$ cat config.mk
export PLATFORM = sky130hd
export DESIGN_NAME = heq_sequencer
export DESIGN_NICKNAME = d
export VERILOG_FILES = /design/src/rtl/heq_pkg.sv /design/src/rtl/heq_m2_mux.sv /design/src/rtl/heq_sequencer.sv
export SDC_FILE = /design/constraint.sdc
export NUM_CORES = 1
export LEC_CHECK = 0
export ABC_AREA = 1
export BUFFER_PORTS_ARGS = -buffer_cell sky130_fd_sc_hd__buf_2
export CORE_AREA = 2 2 261 263
export CTS_CLUSTER_DIAMETER = 200
export CTS_CLUSTER_SIZE = 25
export DETAILED_ROUTE_END_ITERATION = 12
export DIE_AREA = 0 0 263 265
export PLACE_DENSITY = 0.3
export REMOVE_ABC_BUFFERS = 1
export SYNTH_ARGS = -nofsm -noshare
export SYNTH_HDL_FRONTEND = slang
export SYNTH_HIERARCHICAL = 1
export SYNTH_SLANG_ARGS = --single-unit
export TNS_END_PERCENT = 30
$ cat constraint.sdc
create_clock -name clock -period 1.5 [get_ports clock]
set_input_delay 0.225 -clock clock [delete_from_list [all_inputs] [get_ports clock]]
set_output_delay 0.225 -clock clock [all_outputs]
set_load 0.05 [all_outputs]
$ cat src/rtl/heq_pkg.sv
`default_nettype none
// heq_pkg: shared state encoding, stage indices and width defaults for heq_sequencer.
package heq_pkg;

  localparam int DEF_ADDR_W = 16;
  localparam int DEF_DATA_W = 128;

  localparam int HIST     = 0;
  localparam int CDF      = 1;
  localparam int MAP      = 2;
  localparam int N_STAGES = 3;

  typedef enum logic [2:0] {
    ST_IDLE = 3'd0,
    ST_HIST = 3'd1,
    ST_GAP1 = 3'd2,
    ST_CDF  = 3'd3,
    ST_GAP2 = 3'd4,
    ST_MAP  = 3'd5,
    ST_DONE = 3'd6,
    ST_ERR  = 3'd7
  } heq_state_t;

  // One-hot stage owner implied by the sequencer state; zero when no stage runs.
  function automatic logic [N_STAGES-1:0] owner_of(input heq_state_t s);
    logic [N_STAGES-1:0] o;
    o = '0;
    case (s)
      ST_HIST: o[HIST] = 1'b1;
      ST_CDF:  o[CDF]  = 1'b1;
      ST_MAP:  o[MAP]  = 1'b1;
      default: o = '0;
    endcase
    return o;
  endfunction

endpackage
`default_nettype wire

$ cat src/rtl/heq_m2_mux.sv
`default_nettype none
// heq_m2_mux: selects the owning stage's scratchpad m2 port; all zero when no owner.
module heq_m2_mux
  import heq_pkg::*;
#(
  parameter int ADDR_W = DEF_ADDR_W,
  parameter int DATA_W = DEF_DATA_W
) (
  input  logic [N_STAGES-1:0]        owner,
  input  logic [N_STAGES*ADDR_W-1:0] st_raddr,
  input  logic [N_STAGES*ADDR_W-1:0] st_waddr,
  input  logic [N_STAGES*DATA_W-1:0] st_wdata,
  input  logic [N_STAGES-1:0]        st_we,
  output logic [ADDR_W-1:0]          raddr,
  output logic [ADDR_W-1:0]          waddr,
  output logic [DATA_W-1:0]          wdata,
  output logic                       we
);

  // AND-OR select: owner is one-hot or zero, so OR-ing gated bundles is exact.
  always_comb begin
    raddr = '0;
    waddr = '0;
    wdata = '0;
    we    = 1'b0;
    for (int i = 0; i < N_STAGES; i++) begin
      if (owner[i]) begin
        raddr = raddr | st_raddr[i*ADDR_W +: ADDR_W];
        waddr = waddr | st_waddr[i*ADDR_W +: ADDR_W];
        wdata = wdata | st_wdata[i*DATA_W +: DATA_W];
        we    = we | st_we[i];
      end
    end
  end

endmodule
`default_nettype wire

$ cat src/rtl/heq_sequencer.sv
`default_nettype none
// heq_sequencer: runs HIST -> CDF -> MAP per frame and arbitrates the shared m2 port.
// Optional per-stage watchdog enabled by defining HEQ_TIMEOUT_EN.
module heq_sequencer
  import heq_pkg::*;
#(
  parameter int ADDR_W         = DEF_ADDR_W,
  parameter int DATA_W         = DEF_DATA_W,
  parameter int TIMEOUT_CYCLES = 4096
) (
  input  logic                  clock,
  input  logic                  rst_n,
  input  logic                  go,
  output logic [2:0]            stage_start,
  input  logic [2:0]            stage_done,
  output logic                  base_offset,
  input  logic [3*ADDR_W-1:0]   st_m2_raddr,
  input  logic [3*ADDR_W-1:0]   st_m2_waddr,
  input  logic [3*DATA_W-1:0]   st_m2_wdata,
  input  logic [2:0]            st_m2_we,
  output logic [ADDR_W-1:0]     m2_raddr,
  output logic [ADDR_W-1:0]     m2_waddr,
  output logic [DATA_W-1:0]     m2_wdata,
  output logic                  m2_we,
  output logic                  busy,
  output logic                  done,
  output logic                  err,
  output logic [7:0]            frame_cnt
);

  heq_state_t state, state_nxt;
  logic [2:0] owner;
  logic       owner_done;
  logic       tmo_hit;

  assign owner      = owner_of(state);
  assign owner_done = |(owner & stage_done);

  always_ff @(posedge clock or negedge rst_n) begin
    if (!rst_n) state <= ST_IDLE;
    else        state <= state_nxt;
  end

  always_comb begin
    state_nxt   = state;
    stage_start = owner;
    busy        = 1'b0;
    done        = 1'b0;
    err         = 1'b0;
    case (state)
      ST_IDLE: if (go) state_nxt = ST_HIST;
      ST_HIST: begin
        busy = 1'b1;
        if (owner_done)   state_nxt = ST_GAP1;
        else if (tmo_hit) state_nxt = ST_ERR;
      end
      ST_GAP1: begin
        busy      = 1'b1;
        state_nxt = ST_CDF;
      end
      ST_CDF: begin
        busy = 1'b1;
        if (owner_done)   state_nxt = ST_GAP2;
        else if (tmo_hit) state_nxt = ST_ERR;
      end
      ST_GAP2: begin
        busy      = 1'b1;
        state_nxt = ST_MAP;
      end
      ST_MAP: begin
        busy = 1'b1;
        if (owner_done)   state_nxt = ST_DONE;
        else if (tmo_hit) state_nxt = ST_ERR;
      end
      ST_DONE: begin
        done = 1'b1;
        if (!go) state_nxt = ST_IDLE;
      end
`ifdef HEQ_TIMEOUT_EN
      ST_ERR: begin
        err = 1'b1;
        if (!go) state_nxt = ST_IDLE;
      end
`endif
      default: state_nxt = ST_IDLE;
    endcase
  end

`ifdef HEQ_TIMEOUT_EN
  logic [15:0] tmo_cnt;

  // Counter restarts on every state change so each stage gets a full budget.
  always_ff @(posedge clock or negedge rst_n) begin
    if (!rst_n)                  tmo_cnt <= '0;
    else if (state_nxt != state) tmo_cnt <= '0;
    else if (|owner)             tmo_cnt <= tmo_cnt + 16'd1;
  end

  assign tmo_hit = (|owner) && (tmo_cnt == 16'(TIMEOUT_CYCLES - 1));
`else
  logic unused_tmo;
  assign unused_tmo = |TIMEOUT_CYCLES;
  assign tmo_hit    = 1'b0;
`endif

  always_ff @(posedge clock or negedge rst_n) begin
    if (!rst_n) begin
      frame_cnt   <= 8'd0;
      base_offset <= 1'b0;
    end else if (state == ST_MAP && owner_done) begin
      frame_cnt   <= frame_cnt + 8'd1;
      base_offset <= ~base_offset;
    end
  end

  heq_m2_mux #(
    .ADDR_W (ADDR_W),
    .DATA_W (DATA_W)
  ) u_m2_mux (
    .owner    (owner),
    .st_raddr (st_m2_raddr),
    .st_waddr (st_m2_waddr),
    .st_wdata (st_m2_wdata),
    .st_we    (st_m2_we),
    .raddr    (m2_raddr),
    .waddr    (m2_waddr),
    .wdata    (m2_wdata),
    .we       (m2_we)
  );

endmodule
`default_nettype wire
==> Word-level counts from Yosys, hierarchy flattened <==
Index checks and enable logic that the tools add are counted.
Widths: inputs -> output; s select.
{ "word_totals": {"elab_cells": 53, "in_bits": 489, "regBits": 12} }
{ "op_classes": {"add_sub_neg": 1, "n_bitwise": 10, "muxes": 23, "n_reduce_logical": 5, "eq_ne": 11} }
{ "ops": {"columns": ["op", "n"], "rows": [
  ["$mux 128", 3],
  ["$or 128x128->128", 2],
  ["$mux 16", 6],
  ["$or 16x16->16", 4],
  ["$pmux 3 s7", 1],
  ["$mux 3", 5],
  ["$ne 2x2->1 const B", 5],
  ["$eq 3x3->1 const B", 3],
  ["$add 8x1->8 const B", 1],
  ["$mux 1", 8],
  ["$eq 3x2->1 const B", 2],
  ["$reduce_and 5->1", 1],
  ["$reduce_or 5->1", 1],
  ["$and 3x3->3", 1],
  ["$eq 3x1->1 const B", 1],
  ["$logic_not 3->1", 1],
  ["$reduce_or 3->1", 1],
  ["$or 1x1->1", 2],
  ["$logic_and 1x1->1", 1],
  ["$not 1->1", 1]
]} }

==> Logic depth before layout (Yosys ltp) <==
{ "logic_depth": {"depth_word": 7, "ltp_mapped": 9, "depth_no_buf": 7} }

==> Cells and area by module <==
Netlist, hierarchy kept.
{ "modules_own_cells": {"columns": ["module", "seq_area_each_um2", "cells_each", "area_each_um2", "instances"], "rows": [
  ["heq_m2_mux", 0.0, 698, 3084.2, 1],
  ["heq_sequencer", 300.3, 82, 694.4, 1]
]} }

==> Worst setup path after synthesis <==
Ideal clock, no wire load.
{ "synth_timing": {"path_type": "register to output", "startpoint": "reg state[0]", "endpoint": "out m2_raddr[0]", "path_stages_with_launch": 10, "t_arrival_ns": 2.332, "required_ns": 1.275, "path_buffers": 3, "setup_slack_ns": -1.057, "path_cell_list": "dfrtp_1 -> inv_2 -> nor2_2 -> inv_1 -> nor2_1 -> buf_4 -> buf_6 -> buf_6 -> nand2_1 -> nand3_1"} }
{ "synth_between": {"elab_chain_cells": 7} }
{ "synth_lines": {"columns": ["element", "line_no", "source"], "rows": [
  ["start, declared", "heq_sequencer.sv:31", "heq_state_t state, state_nxt;"],
  ["start signal, assigned", "heq_sequencer.sv:41", "else state <= state_nxt;"],
  ["$eq 3x1->1 (*)", "heq_pkg.sv:28", "case (s)"],
  ["$mux 1 (*)", "heq_pkg.sv:28", null],
  ["via stage_start[0]", "heq_sequencer.sv:14", "output logic [2:0] stage_start,"],
  ["$mux 16 (*)", "heq_m2_mux.sv:27", "if (owner[i]) begin"],
  ["$or 16x16->16", "heq_m2_mux.sv:28", "raddr = raddr | st_raddr[i*ADDR_W +: ADDR_W];"],
  ["$mux 16 (*)", "heq_m2_mux.sv:27", null],
  ["$or 16x16->16", "heq_m2_mux.sv:28", null],
  ["$mux 16 (*)", "heq_m2_mux.sv:27", null],
  ["end, declared", "heq_sequencer.sv:21", "output logic [ADDR_W-1:0] m2_raddr,"]
]} }
The timed path passes the listed nets; every way through them passes the cells marked *.

==> Worst setup path after layout <==
{ "layout_timing": {"startpoint": "reg state[0]", "endpoint": "out m2_wdata[88]"} }
{ "layout_between": {"elab_chain_cells": 7} }
{ "layout_lines": {"columns": ["element", "line_no", "source"], "rows": [
  ["$eq 3x1->1", "heq_pkg.sv:28", null],
  ["$mux 1", "heq_pkg.sv:28", null],
  ["$mux 128", "heq_m2_mux.sv:27", null],
  ["$or 128x128->128", "heq_m2_mux.sv:30", "wdata = wdata | st_wdata[i*DATA_W +: DATA_W];"],
  ["$mux 128", "heq_m2_mux.sv:27", null],
  ["$or 128x128->128", "heq_m2_mux.sv:30", null],
  ["$mux 128 (*)", "heq_m2_mux.sv:27", null],
  ["end, declared", "heq_sequencer.sv:23", "output logic [DATA_W-1:0] m2_wdata,"]
]} }
Mark *: on every way between the ends. The rest lies on a longest branch, timed or not.

==> flow_summary.json <==
{
  "critPathLaunchType": "flip-flop",
  "synth-warning-count": 6,
  "gp_congestion": 0.9075,
  "crit_chain": "inv_2 -> nor2_4 -> buf_4 -> nand2_4 -> clkinv_8 -> buf_12 -> clkbuf_16 -> nand2_1 -> nand3_2 -> buf_6",
  "clock-skew-final_ns": 0.001599,
  "reg2reg_to": "state[1]",
  "dpl.hpwl_um": 32990,
  "die_y_um": 265,
  "start_util_pct": 5.656,
  "power_leakage_uw": 0.006527,
  "fin_area_um2": 12150,
  "routed_via_density": 3.506,
  "power_density_nw_per_um2": 2647,
  "maxSlewViolCount": 0,
  "path_clk_slew_ns": 0.04,
  "grt_overflow": 0,
  "synth_area_leader_cell": "nand2_1",
  "layout_common_cells": "buf_2, nand2_1, nand3_2",
  "drc_errors": 0,
  "grt_pass1_vias": 8684,
  "dr.pass1.iters": 4,
  "cp.required_ns": 1.27,
  "grt_pass1_wl_um": 56040,
  "fmax_ghz": 0.4909,
  "cts_buffers": 3,
  "rows": 95,
  "final_core_util_pct": 18.19,
  "reg2regPathDepth": 10,
  "cts_tree": "built",
  "antenna_found_initial": 27,
  "reg2reg_from": "state[0]",
  "insertion_delay_ns": 0.24,
  "layout_commonest_cell": "buf_2",
  "critPathLaunch": "state[0]",
  "worst_setup_path_end_kind": "output port",
  "drive_gt1_share_pct": 68.62,
  "fin_crit_ns": 2.037,
  "die-width_um": 263,
  "syn_area_um2": 3779,
  "slowest_delay_ns": 0.38,
  "p_int_uw": 13530,
  "pre_cts_slack_ns": -0.4968,
  "p_switching_uw": 18650,
  "p_clk_share_pct": 1.7,
  "max_cap_viol_count": 0,
  "fillers": 7698,
  "avgSynthCellArea_um2": 4.844,
  "p_total_uw": 32170,
  "p_seq_share_pct": 1.8,
  "grt_use_total_pct": 10.85,
  "setup_viol": 167,
  "drtIter0Drc": 290,
  "grt_max_degree": 47,
  "ys_seq_elements": 12,
  "worst_hold_startpoint": "go",
  "synth_top_cell_area_share_pct": 50.17,
  "drt-total-wl_um": 43730,
  "netlist_instances": 780,
  "worst_path_max_delay_cell": "dfrtp_1",
  "worstPathArrival_ns": 1.81,
  "ys_seq_area_share_pct": 7.947,
  "ir_drop_uv": 1444,
  "io_buffers": 663,
  "place_area_um2": 8637,
  "hold_viol_final": 0,
  "status": "finished, violations left",
  "clock-root-buffer": "clkbuf_16",
  "via_count": 8299,
  "cp_max_fo": 10,
  "period_share_pct": 135.8,
  "rsz0062_at_grt": "true",
  "fin_nets": 1979,
  "synth_cell_types": 23,
  "min_path_type": "in2reg",
  "violations": "setup timing",
  "p_comb_share_pct": 96.6,
  "htreeDepth": 1,
  "io_pins": 665,
  "setup_slack_ns": -0.5369,
  "reg2reg_slack_ns": -0.03,
  "dieArea_um2": 69700,
  "coreArea_um2": 66800,
  "cp-endpoint": "m2_wdata[88]",
  "syn2layout_area_growth_pct": 221.6,
  "routedWlPerCell_um": 18.48,
  "synth.area.top_cells": "nand2_1, nand3_1, buf_6",
  "p_sw_share_pct": 57.96,
  "criticalPathCategory": "reg2out",
  "clock_path_buffers": 2,
  "clock_sinks": 12,
  "antenna_left": 0
}
## state kept, by name, summed over array words and instances, names as in the netlist
| signal | cells |
|---|---|
| frame_cnt | 8 |
| state | 3 |
| base_offset | 1 |
## worst min path at each step
stage	end	depth (start not counted)
after floorplan	base_offset	0
after global placement	base_offset	1
after CTS	state[1]	5
after detailed placement	base_offset	1
final	state[1]	5
after global routing	state[1]	5
## power by group through the flow
stage / clock network, uW / registers, uW / logic, uW
final: 539 / 564 / 31100
after global routing: 568 / 580 / 32600
after CTS: 560 / 553 / 28200
after detailed placement: 0 / 559 / 21400
after global placement: 0 / 562 / 21500
after floorplan: 0 / 819 / 7230
## logic make-up (layout without fill, tap and decap cells)
logic type,after synthesis,after routing,synth area share (%)
AND/OR/NAND/NOR,687,687,75.26
buffers and inverters,66,774,13.64
flip-flops,12,12,7.947
XOR/XNOR,8,8,1.854
AO/OA/AOI/OAI,5,5,0.8606
adder cells (fa/ha/maj),1,1,0.3311
other,1,7,0.09924
## cell usage after synthesis (all sizes together)
| master | instances |
|---|---|
| nand2 | 505 |
| conb | 1 |
| nor3 | 1 |
| ha | 1 |
| nand3 | 168 |
| nor2 | 9 |
| dfrtp | 12 |
| inv | 10 |
| o21ai | 3 |
| a21oi | 1 |
| xor2 | 4 |
| buf | 56 |
| xnor2 | 4 |
| nand4 | 4 |
| o22ai | 1 |
## metal layers
layer  up-vias  track usage (%)  wire length (um)
met5         -                0               132
met4        18            3.042              1198
met3        83            3.567              3983
met2       469            20.44             23060
met1      3831            11.45             15360
li1       3898                -                 -
## per-stage QoR
stage          hold WS, ns  setup TNS (ns)  instances
5_1_grt             0.3616          -93.48       2367
2_1_floorplan     -0.07059         -897.74        724
3_3_place_gp        0.1334          -61.87       2314
4_1_cts             0.3562          -84.48       2344
6_report            0.3335          -77.38       2367
3_5_place_dp        0.1332          -61.51       2314
## area by class of cell
type | instances | area [um^2] | share of cell area (%)
timing repair buffer | 760 | 6446 | 53.05
multi-input combinational | 702 | 4156 | 34.21
tap | 873 | 1092 | 8.989
sequential | 12 | 302.8 | 2.492
clock buffer | 4 | 88.84 | 0.7311
inverter | 10 | 50.05 | 0.4119
antenna | 6 | 15.01 | 0.1236
## worst max-delay path, delay by kind of cell (launching register included)
family                 cells  cell delay [ns]
buffers and inverters      6             0.84
flip-flops                 1             0.38
AND/OR/NAND/NOR            4             0.31
## what timing repair did
| item | CTS | global route |
|---|---|---|
| buffers inserted | 16 | 4 |
| gates cloned | 9 | 15 |
| setup endpoints to repair | 166 | 173 |
| gates resized for setup | 492 | 245 |
| pin swaps | 2 | 17 |
| hold buffers | 1 | 0 |
| endpoints found under the hold margin | 12 | 0 |
No activity file was read; power rests on OpenSTA's default activity.
